==> src/rtl/uart_prog_loader.sv <==
// uart_prog_loader
//   Boot loader that sits between a UART receiver and the RAM write mux.
//   It watches the byte stream for MAGIC. After the magic it reads a header
//   (4-byte base word address, then a 4-byte word count, both MSB first).
//   It then streams DATA_BYTES-wide words to the RAM write port. A trailing
//   8-bit checksum byte is verified last. A good load pulses done_o and
//   holds system_reset_no low for RST_PULSE_CYCLES cycles.
//
// Ports
//   clk_i            system clock
//   rst_ni           asynchronous active-low reset
//   rx_valid_i       one-cycle strobe, rx_data_i valid
//   rx_data_i        received byte
//   wr_en_o          RAM write strobe (one cycle per word)
//   wr_addr_o        RAM word address
//   wr_data_o        RAM write data, first received byte in the MSBs
//   wr_strb_o        byte enables, all ones with wr_en_o
//   prog_mode_o      high while a session is being parsed
//   done_o           one-cycle pulse on a successful load
//   err_o            sticky error (timeout / bad checksum), cleared on magic
//   system_reset_no  active-low system reset request
module uart_prog_loader #(
  parameter int unsigned  DATA_BYTES       = 4,
  parameter int unsigned  ADDR_WIDTH       = 17,
  parameter logic [127:0] MAGIC            = "TEKNOFEST",
  parameter int unsigned  MAGIC_LEN        = 9,
  parameter int unsigned  TIMEOUT_CYCLES   = 1000000,
  parameter int unsigned  RST_PULSE_CYCLES = 16
) (
  input  logic                    clk_i,
  input  logic                    rst_ni,
  input  logic                    rx_valid_i,
  input  logic [7:0]              rx_data_i,
  output logic                    wr_en_o,
  output logic [ADDR_WIDTH-1:0]   wr_addr_o,
  output logic [8*DATA_BYTES-1:0] wr_data_o,
  output logic [DATA_BYTES-1:0]   wr_strb_o,
  output logic                    prog_mode_o,
  output logic                    done_o,
  output logic                    err_o,
  output logic                    system_reset_no
);

  localparam int unsigned DW    = 8 * DATA_BYTES;
  localparam int unsigned ML    = 8 * MAGIC_LEN;
  localparam int unsigned BC_W  = $clog2(DATA_BYTES) + 1;
  localparam int unsigned GAP_W = $clog2(TIMEOUT_CYCLES + 1);
  localparam int unsigned RST_W = $clog2(RST_PULSE_CYCLES + 1);

  typedef enum logic [2:0] {
    S_IDLE, S_HDR_ADDR, S_HDR_LEN, S_DATA, S_CSUM, S_RST
  } state_e;

  state_e                  state_q;
  logic [ML-1:0]           magic_q;
  logic [31:0]             hdr_q;
  logic [1:0]              hdr_cnt_q;
  logic [DW-1:0]           word_q;
  logic [BC_W-1:0]         byte_cnt_q;
  logic [31:0]             words_left_q;
  logic [ADDR_WIDTH-1:0]   addr_q;
  logic [7:0]              sum_q;
  logic [GAP_W-1:0]        gap_q;
  logic [RST_W-1:0]        rst_cnt_q;

  logic                    wr_en_q;
  logic [ADDR_WIDTH-1:0]   wr_addr_q;
  logic [DW-1:0]           wr_data_q;
  logic [DATA_BYTES-1:0]   wr_strb_q;
  logic                    prog_mode_q;
  logic                    done_q;
  logic                    err_q;
  logic                    sys_rst_nq;

  // Shift values including the byte on rx_data_i this cycle; newest byte
  // lands in the LSBs so that MSB-first streams assemble naturally.
  logic [ML-1:0] magic_d;
  logic [31:0]   hdr_d;
  logic [DW-1:0] word_d;

  assign magic_d = (magic_q << 8) | ML'(rx_data_i);
  assign hdr_d   = {hdr_q[23:0], rx_data_i};
  assign word_d  = (word_q << 8) | DW'(rx_data_i);

  always_ff @(posedge clk_i or negedge rst_ni) begin
    if (!rst_ni) begin
      state_q      <= S_IDLE;
      magic_q      <= '0;
      hdr_q        <= '0;
      hdr_cnt_q    <= '0;
      word_q       <= '0;
      byte_cnt_q   <= '0;
      words_left_q <= '0;
      addr_q       <= '0;
      sum_q        <= '0;
      gap_q        <= '0;
      rst_cnt_q    <= '0;
      wr_en_q      <= 1'b0;
      wr_addr_q    <= '0;
      wr_data_q    <= '0;
      wr_strb_q    <= '0;
      prog_mode_q  <= 1'b0;
      done_q       <= 1'b0;
      err_q        <= 1'b0;
      sys_rst_nq   <= 1'b1;
    end else begin
      wr_en_q   <= 1'b0;
      wr_strb_q <= '0;
      done_q    <= 1'b0;
      case (state_q)
        S_IDLE: begin
          if (rx_valid_i) begin
            if (magic_d == MAGIC[ML-1:0]) begin
              // Clearing here gives the next IDLE visit an empty history.
              magic_q     <= '0;
              err_q       <= 1'b0;
              prog_mode_q <= 1'b1;
              hdr_cnt_q   <= '0;
              sum_q       <= '0;
              gap_q       <= '0;
              state_q     <= S_HDR_ADDR;
            end else begin
              magic_q <= magic_d;
            end
          end
        end
        S_RST: begin
          // Incoming bytes are deliberately ignored while reset is held.
          if (rst_cnt_q == RST_W'(RST_PULSE_CYCLES - 1)) begin
            sys_rst_nq <= 1'b1;
            rst_cnt_q  <= '0;
            state_q    <= S_IDLE;
          end else begin
            rst_cnt_q <= rst_cnt_q + 1'b1;
          end
        end
        default: begin
          if (rx_valid_i) begin
            gap_q <= '0;
            sum_q <= sum_q + rx_data_i;
            case (state_q)
              S_HDR_ADDR: begin
                hdr_q     <= hdr_d;
                hdr_cnt_q <= hdr_cnt_q + 1'b1;
                if (hdr_cnt_q == 2'd3) begin
                  addr_q  <= hdr_d[ADDR_WIDTH-1:0];
                  state_q <= S_HDR_LEN;
                end
              end
              S_HDR_LEN: begin
                hdr_q     <= hdr_d;
                hdr_cnt_q <= hdr_cnt_q + 1'b1;
                if (hdr_cnt_q == 2'd3) begin
                  words_left_q <= hdr_d;
                  word_q       <= '0;
                  byte_cnt_q   <= '0;
                  state_q      <= (hdr_d == 32'd0) ? S_CSUM : S_DATA;
                end
              end
              S_DATA: begin
                if (byte_cnt_q == BC_W'(DATA_BYTES - 1)) begin
                  wr_en_q      <= 1'b1;
                  wr_strb_q    <= '1;
                  wr_data_q    <= word_d;
                  wr_addr_q    <= addr_q;
                  addr_q       <= addr_q + 1'b1;
                  word_q       <= '0;
                  byte_cnt_q   <= '0;
                  words_left_q <= words_left_q - 1'b1;
                  if (words_left_q == 32'd1) state_q <= S_CSUM;
                end else begin
                  word_q     <= word_d;
                  byte_cnt_q <= byte_cnt_q + 1'b1;
                end
              end
              S_CSUM: begin
                prog_mode_q <= 1'b0;
                if (rx_data_i == sum_q) begin
                  done_q     <= 1'b1;
                  sys_rst_nq <= 1'b0;
                  rst_cnt_q  <= '0;
                  state_q    <= S_RST;
                end else begin
                  err_q   <= 1'b1;
                  state_q <= S_IDLE;
                end
              end
              default: ;
            endcase
          end else if (gap_q == GAP_W'(TIMEOUT_CYCLES - 1)) begin
            // Gap reaches TIMEOUT_CYCLES this cycle: abandon the session and
            // drop any partially assembled word.
            err_q       <= 1'b1;
            prog_mode_q <= 1'b0;
            gap_q       <= '0;
            word_q      <= '0;
            byte_cnt_q  <= '0;
            hdr_cnt_q   <= '0;
            state_q     <= S_IDLE;
          end else begin
            gap_q <= gap_q + 1'b1;
          end
        end
      endcase
    end
  end

  assign wr_en_o         = wr_en_q;
  assign wr_addr_o       = wr_addr_q;
  assign wr_data_o       = wr_data_q;
  assign wr_strb_o       = wr_strb_q;
  assign prog_mode_o     = prog_mode_q;
  assign done_o          = done_q;
  assign err_o           = err_q;
  assign system_reset_no = sys_rst_nq;

endmodule
==> config.mk <==
export PLATFORM = sky130hd
export DESIGN_NAME = uart_prog_loader
export DESIGN_NICKNAME = d
export VERILOG_FILES = /design/src/rtl/uart_prog_loader.sv
export SDC_FILE = /design/constraint.sdc
export NUM_CORES = 1
export LEC_CHECK = 0
export ABC_AREA = 1
export CAP_MARGIN = 20
export CORE_UTILIZATION = 35
export CTS_BUF_LIST = sky130_fd_sc_hd__clkbuf_4 sky130_fd_sc_hd__clkbuf_8
export DETAILED_ROUTE_END_ITERATION = 10
export GPL_ROUTABILITY_DRIVEN = 0
export SKIP_LAST_GASP = 1
export SLEW_MARGIN = 10
export SYNTH_ARGS = -nofsm -noshare
export SYNTH_HDL_FRONTEND = slang
export SYNTH_SLANG_ARGS = --single-unit
export TNS_END_PERCENT = 10
==> constraint.sdc <==
create_clock -name clk_i -period 3.1 [get_ports clk_i]
set_input_delay 0.31 -clock clk_i [delete_from_list [all_inputs] [get_ports clk_i]]
set_output_delay 0.31 -clock clk_i [all_outputs]
set_load 0.02 [all_outputs]
==> impl_metrics.env, run 1 <==
export IMPL_status="finished clean"
export IMPL_routed_via_count=11290
export IMPL_grt_ovfl_total=0
export IMPL_finalSetupViolations=0
export IMPL_layout_common_cells="nand2_1 (488), dfrtp_1 (255), nor2_1 (211)"
export IMPL_hold_path_class="input port to asynchronous set/reset pin"
export IMPL_grt_max_degree=86
export IMPL_worstPathMaxFanout=21
export IMPL_clk_pin_slew_ps=60
export IMPL_power_per_cell_area_nw_per_um2=491.0
export IMPL_detailedPlace_worstSlack_ps=228.4
export IMPL_detail_route_vias_per_cell=4.913
export IMPL_number_of_warnings_issued_by_yosys=0
export IMPL_floorplan_io_pins=69
export IMPL_pre_repair_dr_iteration_count=5
export IMPL_postSynth_asyncResetShare_pct=100.0
export IMPL_h_tree_depth=2
export IMPL_combPwrFrac_pct=6.7
export IMPL_routed_wire_length_per_instance_microns=14.93
export IMPL_worst_r2r_path_depth=9
export IMPL_rows=70
export IMPL_synthesis_area_per_instance_sq_um=7.547
export IMPL_most_common_cell_after_layout_fill_and_taps_aside="nand2_1"
export IMPL_cell_area_synth_sq_um=13010
export IMPL_antenna_left=0
export IMPL_grt_util_all_layers_pct=18.27
export IMPL_worst_setup_path_type="flip-flop to flip-flop"
export IMPL_power_share_sequential_pct=48.3
export IMPL_rsz0062_at_grt="no"
export IMPL_first_iter_violations=902
export IMPL_final_period_minus_worst_setup_slack_ps=2353
export IMPL_antenna_found_initial=2
export IMPL_grt_pass1_wl_microns=56470
export IMPL_post_dp_cell_area_sq_um=14120
export IMPL_end_kind="flip-flop"
export IMPL_clock_path_buffers=3
export IMPL_detail_route_drc_violations=0
export IMPL_port_buffers=68
export IMPL_synth_top_cell_by_area="dfrtp_1"
export IMPL_final_net_count=1822
export IMPL_placed_cells=2215
export IMPL_layout_core_utilization_pct=41.32
export IMPL_switching_share_pct=25.00
export IMPL_transition_time_at_the_pin_with_the_least_slew_margin_ps=848.4
export IMPL_final_cell_count_no_fill=2297
export IMPL_finalWirelength_microns=34300
export IMPL_clk_insertion_delay_late_ps=590
export IMPL_postCtsSetupBuffers=0
export IMPL_dominantRegCellSynth="dfrtp_1"
export IMPL_synth_cell_type_count=45
export IMPL_tritoncts_num_sinks=256
export IMPL_die_w_microns=194.8
export IMPL_vdd_drop_max_mv=0.2311
export IMPL_timing_max_cap_violations=0
export IMPL_tritoncts="done"
export IMPL_clock_skew_final_ps=30.16
export IMPL_ys_seq_elements=256
export IMPL_clk_root_buffer_cell="clkbuf_8"
export IMPL_max_clock_freq_mhz=425.0
export IMPL_post_cts_resized_instances=0
export IMPL_p_leak_nw=7.033
export IMPL_synthTopCellsByArea="dfrtp_1 (49%), nand2_1 (14%), o21ai_0 (7.6%)"
export IMPL_synth_enable_flop_cells=0
export IMPL_final_max_slew_violation_count=0
export IMPL_share_of_the_cycle_needed_by_the_critical_path_after_routing_pct=75.90
export IMPL_hold_fix_buffer_count_after_cts=1
export IMPL_detailedPlacementHpwl_microns=23830
export IMPL_post_route_cells_drive_above_1_share_pct=7.002
export IMPL_finalHoldViolations=0
export IMPL_data_arrival_time_of_the_critical_path_ps=2810
export IMPL_crit_path_start_kind="flip-flop"
export IMPL_worst_slew_margin_rel_pct=43.38
export IMPL_portion_of_synthesized_cell_area_occupied_by_the_leading_cell_type_pct=49.04
export IMPL_syn_instance_count=1724
export IMPL_vias_in_the_first_global_route=10860
export IMPL_chipHeight_microns=194.8
export IMPL_die_area_sq_um=37950
export IMPL_design_core_area_sq_um=36610
export IMPL_synth_sequential_area_ratio_pct=49.25
export IMPL_tritoncts_num_buffers=45
export IMPL_crit_required_ps=3560
export IMPL_p_int_w=0.005570
export IMPL_syn_to_final_growth_pct=16.25
export IMPL_power_net_switching_w=0.001856
export IMPL_floorplan_initialDensity_pct=35.54
export IMPL_final_setup_tns_ps=0
export IMPL_setup_ws_post_layout_ps=747.1
export IMPL_mappedNetlistNets=1750
export IMPL_final_cell_area_sq_um=15130
export IMPL_clkPwrFrac_pct=45.0
## stage by stage
| step | power, W | hold WS (ps) |
|---|---|---|
| finish | 0.007426 | 303.5 |
| detailed placement | 0.004149 | 324.9 |
| floorplan | 0.003886 | 14.41 |
| CTS | 0.007530 | 297.1 |
| global route | 0.007756 | 332.0 |
| global placement | 0.004139 | 319.2 |
## state kept, by name (all words and copies together), names as in the netlist, 2 cells and up
name	flops
magic_q	64
words_left_q	32
wr_data_o	32
hdr_q	24
word_q	24
gap_q	20
addr_q	17
wr_addr_o	17
sum_q	8
rst_cnt_q	5
byte_cnt_q	3
state_q	3
hdr_cnt_q	2
## synthesized netlist by cell type, types with 13 or more instances
cell        n
a31oi_1    13
o21ai_1    22
o21ai_0   197
inv_1     197
ha_1       14
dfrtp_1   255
nor2_1    211
buf_2      19
o22ai_1    26
a21oi_1    40
nand2_1   488
clkbuf_1   27
nor3_1     20
nand4_1    19
nand3_1    92
## worst paths after layout
kind	startpoint	endpoint	slack [ps]
worst max-delay path	state_q[0]	addr_q[10]	750
worst min-delay path	rst_ni	gap_q[9]	300
worst max register to register	state_q[0]	addr_q[10]	750
worst min register to register	magic_q[57]	magic_q[57]	470
max in group asynchronous	rst_ni	magic_q[12]	2020
min in group clk_i	magic_q[57]	magic_q[57]	470
## power by group through the flow
stage	logic (W)	registers, W	clock network (W)
floorplan	0.000228	0.00366	0
global placement	0.000499	0.00364	0
detailed placement	0.000508	0.00364	0
CTS	0.000512	0.00358	0.00343
global route	0.000571	0.00360	0.00358
finish	0.000500	0.00358	0.00334
## layer usage
metal  GRT usage, %  share of wire (%)  vias to the layer above
met5              0              0.032                        -
met4          5.133                1.9                        2
met3          3.019                4.6                       59
met2          29.43                 46                      246
met1          25.32                 48                     5311
li1               -                  -                     5667
## cells by family after synthesis
logic type	synth area share, %
xor gates and xnor gates	0.8751
and+or+nand+nor	27.04
DFF	49.25
AOI/OAI and AO/OA	12.83
buffers and inverters	8.510
adders and majority gates	1.500
## cell type report
type / count / area [sq um]
diodes: 1 / 2.502
multi-input cells: 1198 / 5502
clock buffers: 73 / 935.9
clock inverters: 6 / 41.29
inverters: 206 / 773.2
flip-flops and latches: 256 / 6407
fillers: 3781 / 21480
well taps: 468 / 585.6
repair buffers: 89 / 878.3
## critical path, stage by stage, from the launching register on
cell,delay [ps]
dfrtp_1,490
nor2_1,110
nand2_1,170
nand2_4,100
nor2_8,200
nand4_2,400
inv_2,450
nand2_1,110
o21ai_0,160
inv_1,50
(Power assumes the default switching activity.)
==> inputs of run 2 (changes only) <==
==> constraint.sdc (replaced) <==
create_clock -name clk_i -period 1.95 [get_ports clk_i]
set_input_delay 0.195 -clock clk_i [delete_from_list [all_inputs] [get_ports clk_i]]
set_output_delay 0.195 -clock clk_i [all_outputs]
set_load 0.02 [all_outputs]
==> impl_metrics.env, run 2 (synthesis results as in run 1) <==
export IMPL_grt_ovfl_total=0
export IMPL_design_core_area_sq_um=36610
export IMPL_crit_path_start_kind="flip-flop"
export IMPL_finalHoldViolations=0
export IMPL_die_w_microns=194.8
export IMPL_detailedPlacementHpwl_microns=24920
export IMPL_worst_slew_margin_rel_pct=52.43
export IMPL_grt_max_degree=71
export IMPL_r2r_end="word_q[14]"
export IMPL_final_cell_area_sq_um=15800
export IMPL_chipHeight_microns=194.8
export IMPL_vias_in_the_first_global_route=10950
export IMPL_port_buffers=68
export IMPL_clock_path_buffers=3
export IMPL_routed_wire_length_per_instance_microns=14.76
export IMPL_worstPathMaxFanout=25
export IMPL_clock_skew_final_ps=28.66
export IMPL_finalSetupViolations=0
export IMPL_worst_r2r_path_depth=11
export IMPL_regMostFlops="magic_q"
export IMPL_final_period_minus_worst_setup_slack_ps=1888
export IMPL_hold_path_class="input port to asynchronous set/reset pin"
export IMPL_vdd_drop_max_mv=0.4078
export IMPL_finalWirelength_microns=34710
export IMPL_rows=70
export IMPL_detail_route_drc_violations=0
export IMPL_cpMaxStageDelayCell="dfrtp_1"
export IMPL_post_route_cells_drive_above_1_share_pct=10.52
export IMPL_crit_required_ps=2390
export IMPL_antenna_left=0
export IMPL_pre_repair_dr_iteration_count=5
export IMPL_p_total_w=0.01190
export IMPL_detail_route_vias_per_cell=4.897
export IMPL_rrSetupSlack_ps=60
export IMPL_tritoncts_num_sinks=256
export IMPL_rsz0062_at_grt="yes"
export IMPL_h_tree_depth=2
export IMPL_final_max_slew_violation_count=0
export IMPL_path_cells="ha_1, nand2_1, inv_1, nand2_1, nor2_1, nand3_2, nand2_1, nand2_1, nor2_2, buf_12, o22ai_1"
export IMPL_floorplan_initialDensity_pct=35.54
export IMPL_largest_register_ff_count=64
export IMPL_clk_root_buffer_cell="clkbuf_8"
export IMPL_p_leak_nw=7.393
export IMPL_timing_max_cap_violations=0
export IMPL_layout_common_cells="nand2_1 (486), dfrtp_1 (252), nor2_1 (206)"
export IMPL_clk_insertion_delay_late_ps=590
export IMPL_path_buf_inv=2
export IMPL_floorplan_io_pins=69
export IMPL_routed_via_count=11520
export IMPL_tritoncts_num_buffers=44
export IMPL_clk_pin_slew_ps=60
export IMPL_worst_setup_path_type="flip-flop to flip-flop"
export IMPL_max_clock_freq_mhz=529.6
export IMPL_layout_core_utilization_pct=43.15
export IMPL_share_of_the_cycle_needed_by_the_critical_path_after_routing_pct=96.84
export IMPL_cp_common_cell="nand2_1"
export IMPL_grt_pass1_wl_microns=56910
export IMPL_cpPeakStageDelay_ps=370
export IMPL_power_per_cell_area_nw_per_um2=753.0
export IMPL_grt_util_all_layers_pct=18.42
export IMPL_most_common_cell_after_layout_fill_and_taps_aside="nand2_1"
export IMPL_die_area_sq_um=37950
export IMPL_critical_path_top_delay_family="simple AND/OR/NAND/NOR gates"
export IMPL_transition_time_at_the_pin_with_the_least_slew_margin_ps=712.6
export IMPL_data_arrival_time_of_the_critical_path_ps=2330
export IMPL_syn_to_final_growth_pct=21.43
export IMPL_antenna_found_initial=2
export IMPL_post_dp_cell_area_sq_um=14750
export IMPL_final_net_count=1877
export IMPL_first_iter_violations=959
export IMPL_status="finished clean"
export IMPL_tritoncts="done"
export IMPL_critical_path_reg2reg_startpoint="gap_q[1]"
export IMPL_end_kind="flip-flop"
## run 2: worst max-delay path by stage
stage                 start      endpoint  depth (start not counted)
2_1_floorplan      gap_q[0]     word_q[5]                         11
3_3_place_gp   rx_data_i[1]      sum_q[6]                         10
3_5_place_dp   rx_data_i[2]  rst_cnt_q[2]                          8
4_1_cts          state_q[2]     gap_q[16]                          9
5_1_grt            gap_q[1]     word_q[5]                         11
6_report           gap_q[1]    word_q[14]                         11
## run 2: worst register-to-register path: stages (launching register included)
cell and delay, ps:
dfrtp_1 370, ha_1 170, nand2_1 70, inv_1 90, nand2_1 60, nor2_1 150, nand3_2 120, nand2_1 100
nand2_1 160, nor2_2 190, buf_12 190, o22ai_1 100
## run 2: report_power, final
group	internal, W	switching (W)
clock network	0.00306	0.00228
logic	0.000321	0.000530
registers	0.00554	0.000155
total	0.00893	0.00297
## run 2: timing repair
action,CTS,global route
resized for setup,1,16
hold endpoints to repair,62,0
pin swaps,0,1
setup endpoints to repair,1,111
setup buffers,0,1
hold buffers,1,0
## run 2: metrics by stage
| stage | setup TNS (ps) | instances | setup WS, ps | hold WS, ps |
|---|---|---|---|---|
| after floorplan | 0 | 1724 | 190.5 | -100.6 |
| after global placement | -18560 | 2271 | -199.6 | 231.7 |
| final | 0 | 2352 | 61.62 | 211.2 |
| after detailed placement | -21510 | 2271 | -255.8 | 231.9 |
| after CTS | 0 | 2350 | 10.55 | 215.5 |
| after global routing | -1469 | 2351 | -70.80 | 250.1 |
## run 2: routing by layer
| layer | routed length [microns] | vias up | part of all wire (%) | GRT usage (%) |
|---|---|---|---|---|
| met4 | 631 | 0 | 1.8 | 5.045 |
| met1 | 16530 | 5433 | 48 | 26.11 |
| met2 | 15840 | 246 | 46 | 29.03 |
| met3 | 1700 | 52 | 4.9 | 3.037 |
| li1 | - | 5786 | - | - |
| met5 | 0 | - | 0 | 0 |
## run 2: final cells by class
class                      instances  area [sq um]
antenna                            1         2.502
clock buffer                      68         898.4
clock inverter                    10         78.83
fill                            3677         20810
inverter                         206         777.0
multi-input combinational       1198          5543
sequential                       256          6411
tap                              468         585.6
timing repair buffer             145          1503
==> inputs of run 3 (changes only) <==
--- a/config.mk
+++ b/config.mk
@@ -9,8 +9,10 @@
 export CAP_MARGIN = 20
 export CORE_UTILIZATION = 35
 export CTS_BUF_LIST = sky130_fd_sc_hd__clkbuf_4 sky130_fd_sc_hd__clkbuf_8
+export CTS_CLUSTER_SIZE = 16
 export DETAILED_ROUTE_END_ITERATION = 10
 export GPL_ROUTABILITY_DRIVEN = 0
+export PLACE_DENSITY = 0.62
 export SKIP_LAST_GASP = 1
 export SLEW_MARGIN = 10
 export SYNTH_ARGS = -nofsm -noshare
==> impl_metrics.env, run 3 (synthesis results as in run 1) <==
export IMPL_status="finished clean"
export IMPL_critical_path_reg2reg_startpoint="state_q[1]"
export IMPL_clock_path_buffers=3
export IMPL_clk_insertion_delay_late_ps=600
export IMPL_vdd_drop_max_mv=0.3389
export IMPL_routed_via_count=11660
export IMPL_power_per_cell_area_nw_per_um2=757.4
export IMPL_final_net_count=1896
export IMPL_floorplan_initialDensity_pct=35.54
export IMPL_final_cell_area_sq_um=15890
export IMPL_rsz0062_at_grt="yes"
export IMPL_max_clock_freq_mhz=532.9
export IMPL_regArea_sq_um=6409
export IMPL_cp_common_cell="nand2_1"
export IMPL_combPwrFrac_pct=7.1
export IMPL_post_route_cells_drive_above_1_share_pct=11.02
export IMPL_switching_share_pct=25.37
export IMPL_finalSetupViolations=0
export IMPL_detailedPlace_worstSlack_ps=-216.0
export IMPL_worst_setup_path_type="flip-flop to flip-flop"
export IMPL_layout_common_cells="nand2_1 (488), dfrtp_1 (254), nor2_1 (210)"
export IMPL_detail_route_vias_per_cell=4.910
export IMPL_timing_max_cap_violations=0
export IMPL_share_of_the_cycle_needed_by_the_critical_path_after_routing_pct=96.24
export IMPL_grt_pass1_wl_microns=58540
export IMPL_crit_path_start_kind="flip-flop"
export IMPL_final_period_minus_worst_setup_slack_ps=1877
export IMPL_design_core_area_sq_um=36610
export IMPL_end_kind="flip-flop"
export IMPL_cpMaxStageDelayCell="dfrtp_2"
export IMPL_hold_path_class="input port to asynchronous set/reset pin"
export IMPL_vias_in_the_first_global_route=11480
export IMPL_tritoncts_num_sinks=256
export IMPL_tritoncts="done"
export IMPL_clkPwrFrac_pct=45.5
export IMPL_antenna_left=0
export IMPL_path_buf_inv=2
export IMPL_antenna_found_initial=3
export IMPL_chipHeight_microns=194.8
export IMPL_h_tree_depth=2
export IMPL_setup_ws_post_layout_ps=73.35
export IMPL_port_buffers=68
export IMPL_rows=70
export IMPL_most_common_cell_after_layout_fill_and_taps_aside="nand2_1"
export IMPL_die_w_microns=194.8
export IMPL_p_total_w=0.01203
export IMPL_post_dp_cell_area_sq_um=14800
export IMPL_critical_path_top_delay_family="simple AND/OR/NAND/NOR gates"
export IMPL_final_cell_count_no_fill=2374
export IMPL_clk_pin_slew_ps=60
export IMPL_power_net_switching_w=0.003053
export IMPL_worst_slew_margin_rel_pct=65.17
export IMPL_syn_to_final_growth_pct=22.10
export IMPL_placed_cells=2285
export IMPL_crit_required_ps=2420
export IMPL_tritoncts_num_buffers=46
export IMPL_data_arrival_time_of_the_critical_path_ps=2340
export IMPL_p_leak_nw=7.462
export IMPL_first_iter_violations=829
export IMPL_p_int_w=0.008980
export IMPL_multiInputGateArea_sq_um=5520
export IMPL_clk_root_buffer_cell="clkbuf_8"
export IMPL_detail_route_drc_violations=0
export IMPL_fill_cells=3748
export IMPL_layout_core_utilization_pct=43.39
export IMPL_grt_util_all_layers_pct=18.84
export IMPL_cpPeakStageDelay_ps=420
export IMPL_finalWirelength_microns=35290
export IMPL_transition_time_at_the_pin_with_the_least_slew_margin_ps=522.5
export IMPL_routed_wire_length_per_instance_microns=14.86
export IMPL_path_cells="inv_1, nand2_1, nor2_4, nor2_8, nand4_2, buf_4, a21oi_1, nand2_1, nand2_1, nand2_1"
export IMPL_die_area_sq_um=37950
export IMPL_worstPathMaxFanout=7
export IMPL_grt_ovfl_total=0
export IMPL_detailedPlacementHpwl_microns=24910
export IMPL_power_share_sequential_pct=47.4
export IMPL_regMostFlops="magic_q"
export IMPL_final_max_slew_violation_count=0
export IMPL_pre_repair_dr_iteration_count=6
export IMPL_largest_register_ff_count=64
export IMPL_grt_max_degree=91
export IMPL_floorplan_io_pins=69
export IMPL_cp_startpoint="state_q[1]"
export IMPL_clock_skew_final_ps=33.92
export IMPL_finalHoldViolations=0
run 3: changes by cell type in the layout (fill, tap and decap cells not counted), sizes merged:
cell         change
buf             +15
clkbuf           +7
clkinv           -3
clkinvlp         +1
dlygate4sd3      +1
inv              +1
run 3: worst min-delay path: stages:
cell,delay (ps)
dlygate4sd3_1,560
buf_8,150
buf_12,350
run 3: layout make-up:
class | instances | share of cell area [%]
antenna | 1 | 0.01575
tap | 468 | 3.686
sequential | 256 | 40.34
clock buffer | 74 | 5.742
timing repair buffer | 162 | 9.994
multi-input combinational | 1198 | 34.75
inverter | 206 | 4.883
clock inverter | 9 | 0.5907
run 3: repair_timing:
action | in CTS | in global routing
hold buffers | 2 | 0
cloned | 0 | 1
pin swaps | 0 | 1
buffers inserted | 0 | 2
gates resized for setup | 1 | 8
endpoints found under the setup margin | 1 | 113
endpoints found under the hold margin | 255 | 0
run 3: power by group through the flow:
stage          clock network (W)  logic (W)  registers [W]
2_1_floorplan                  0   0.000362        0.00582
3_3_place_gp                   0   0.000832        0.00579
3_5_place_dp                   0   0.000849        0.00579
4_1_cts                  0.00562   0.000857        0.00570
5_1_grt                  0.00588   0.000971        0.00573
6_report                 0.00548   0.000852        0.00571
run 3: final timing paths:
path	slack (ps)	cells past startpoint	endpoint
setup / recovery	70	10	addr_q[8]
hold / removal	260	3	gap_q[4]
setup reg to reg	70	10	addr_q[8]
hold reg to reg	480	2	wr_data_o[30]
max in group asynchronous	890	3	state_q[1]
min in group clk_i	380	3	magic_q[5]
run 3: layer usage:
metal  share of wire, %  GRT usage, %  up-vias
li1                   -             -     5819
met1                 47         26.18     5464
met2                 45         29.59      312
met3                5.9         3.991       58
met4                1.8         5.308        4
met5              0.074             0        -
run 3: through the flow:
stage | hold slack, ps | setup TNS [ps]
2_1_floorplan | -100.6 | 0
4_1_cts | 283.5 | 0
3_3_place_gp | 24.31 | -17020
5_1_grt | 305.2 | -499.5
6_report | 262.0 | 0
3_5_place_dp | 24.07 | -19550
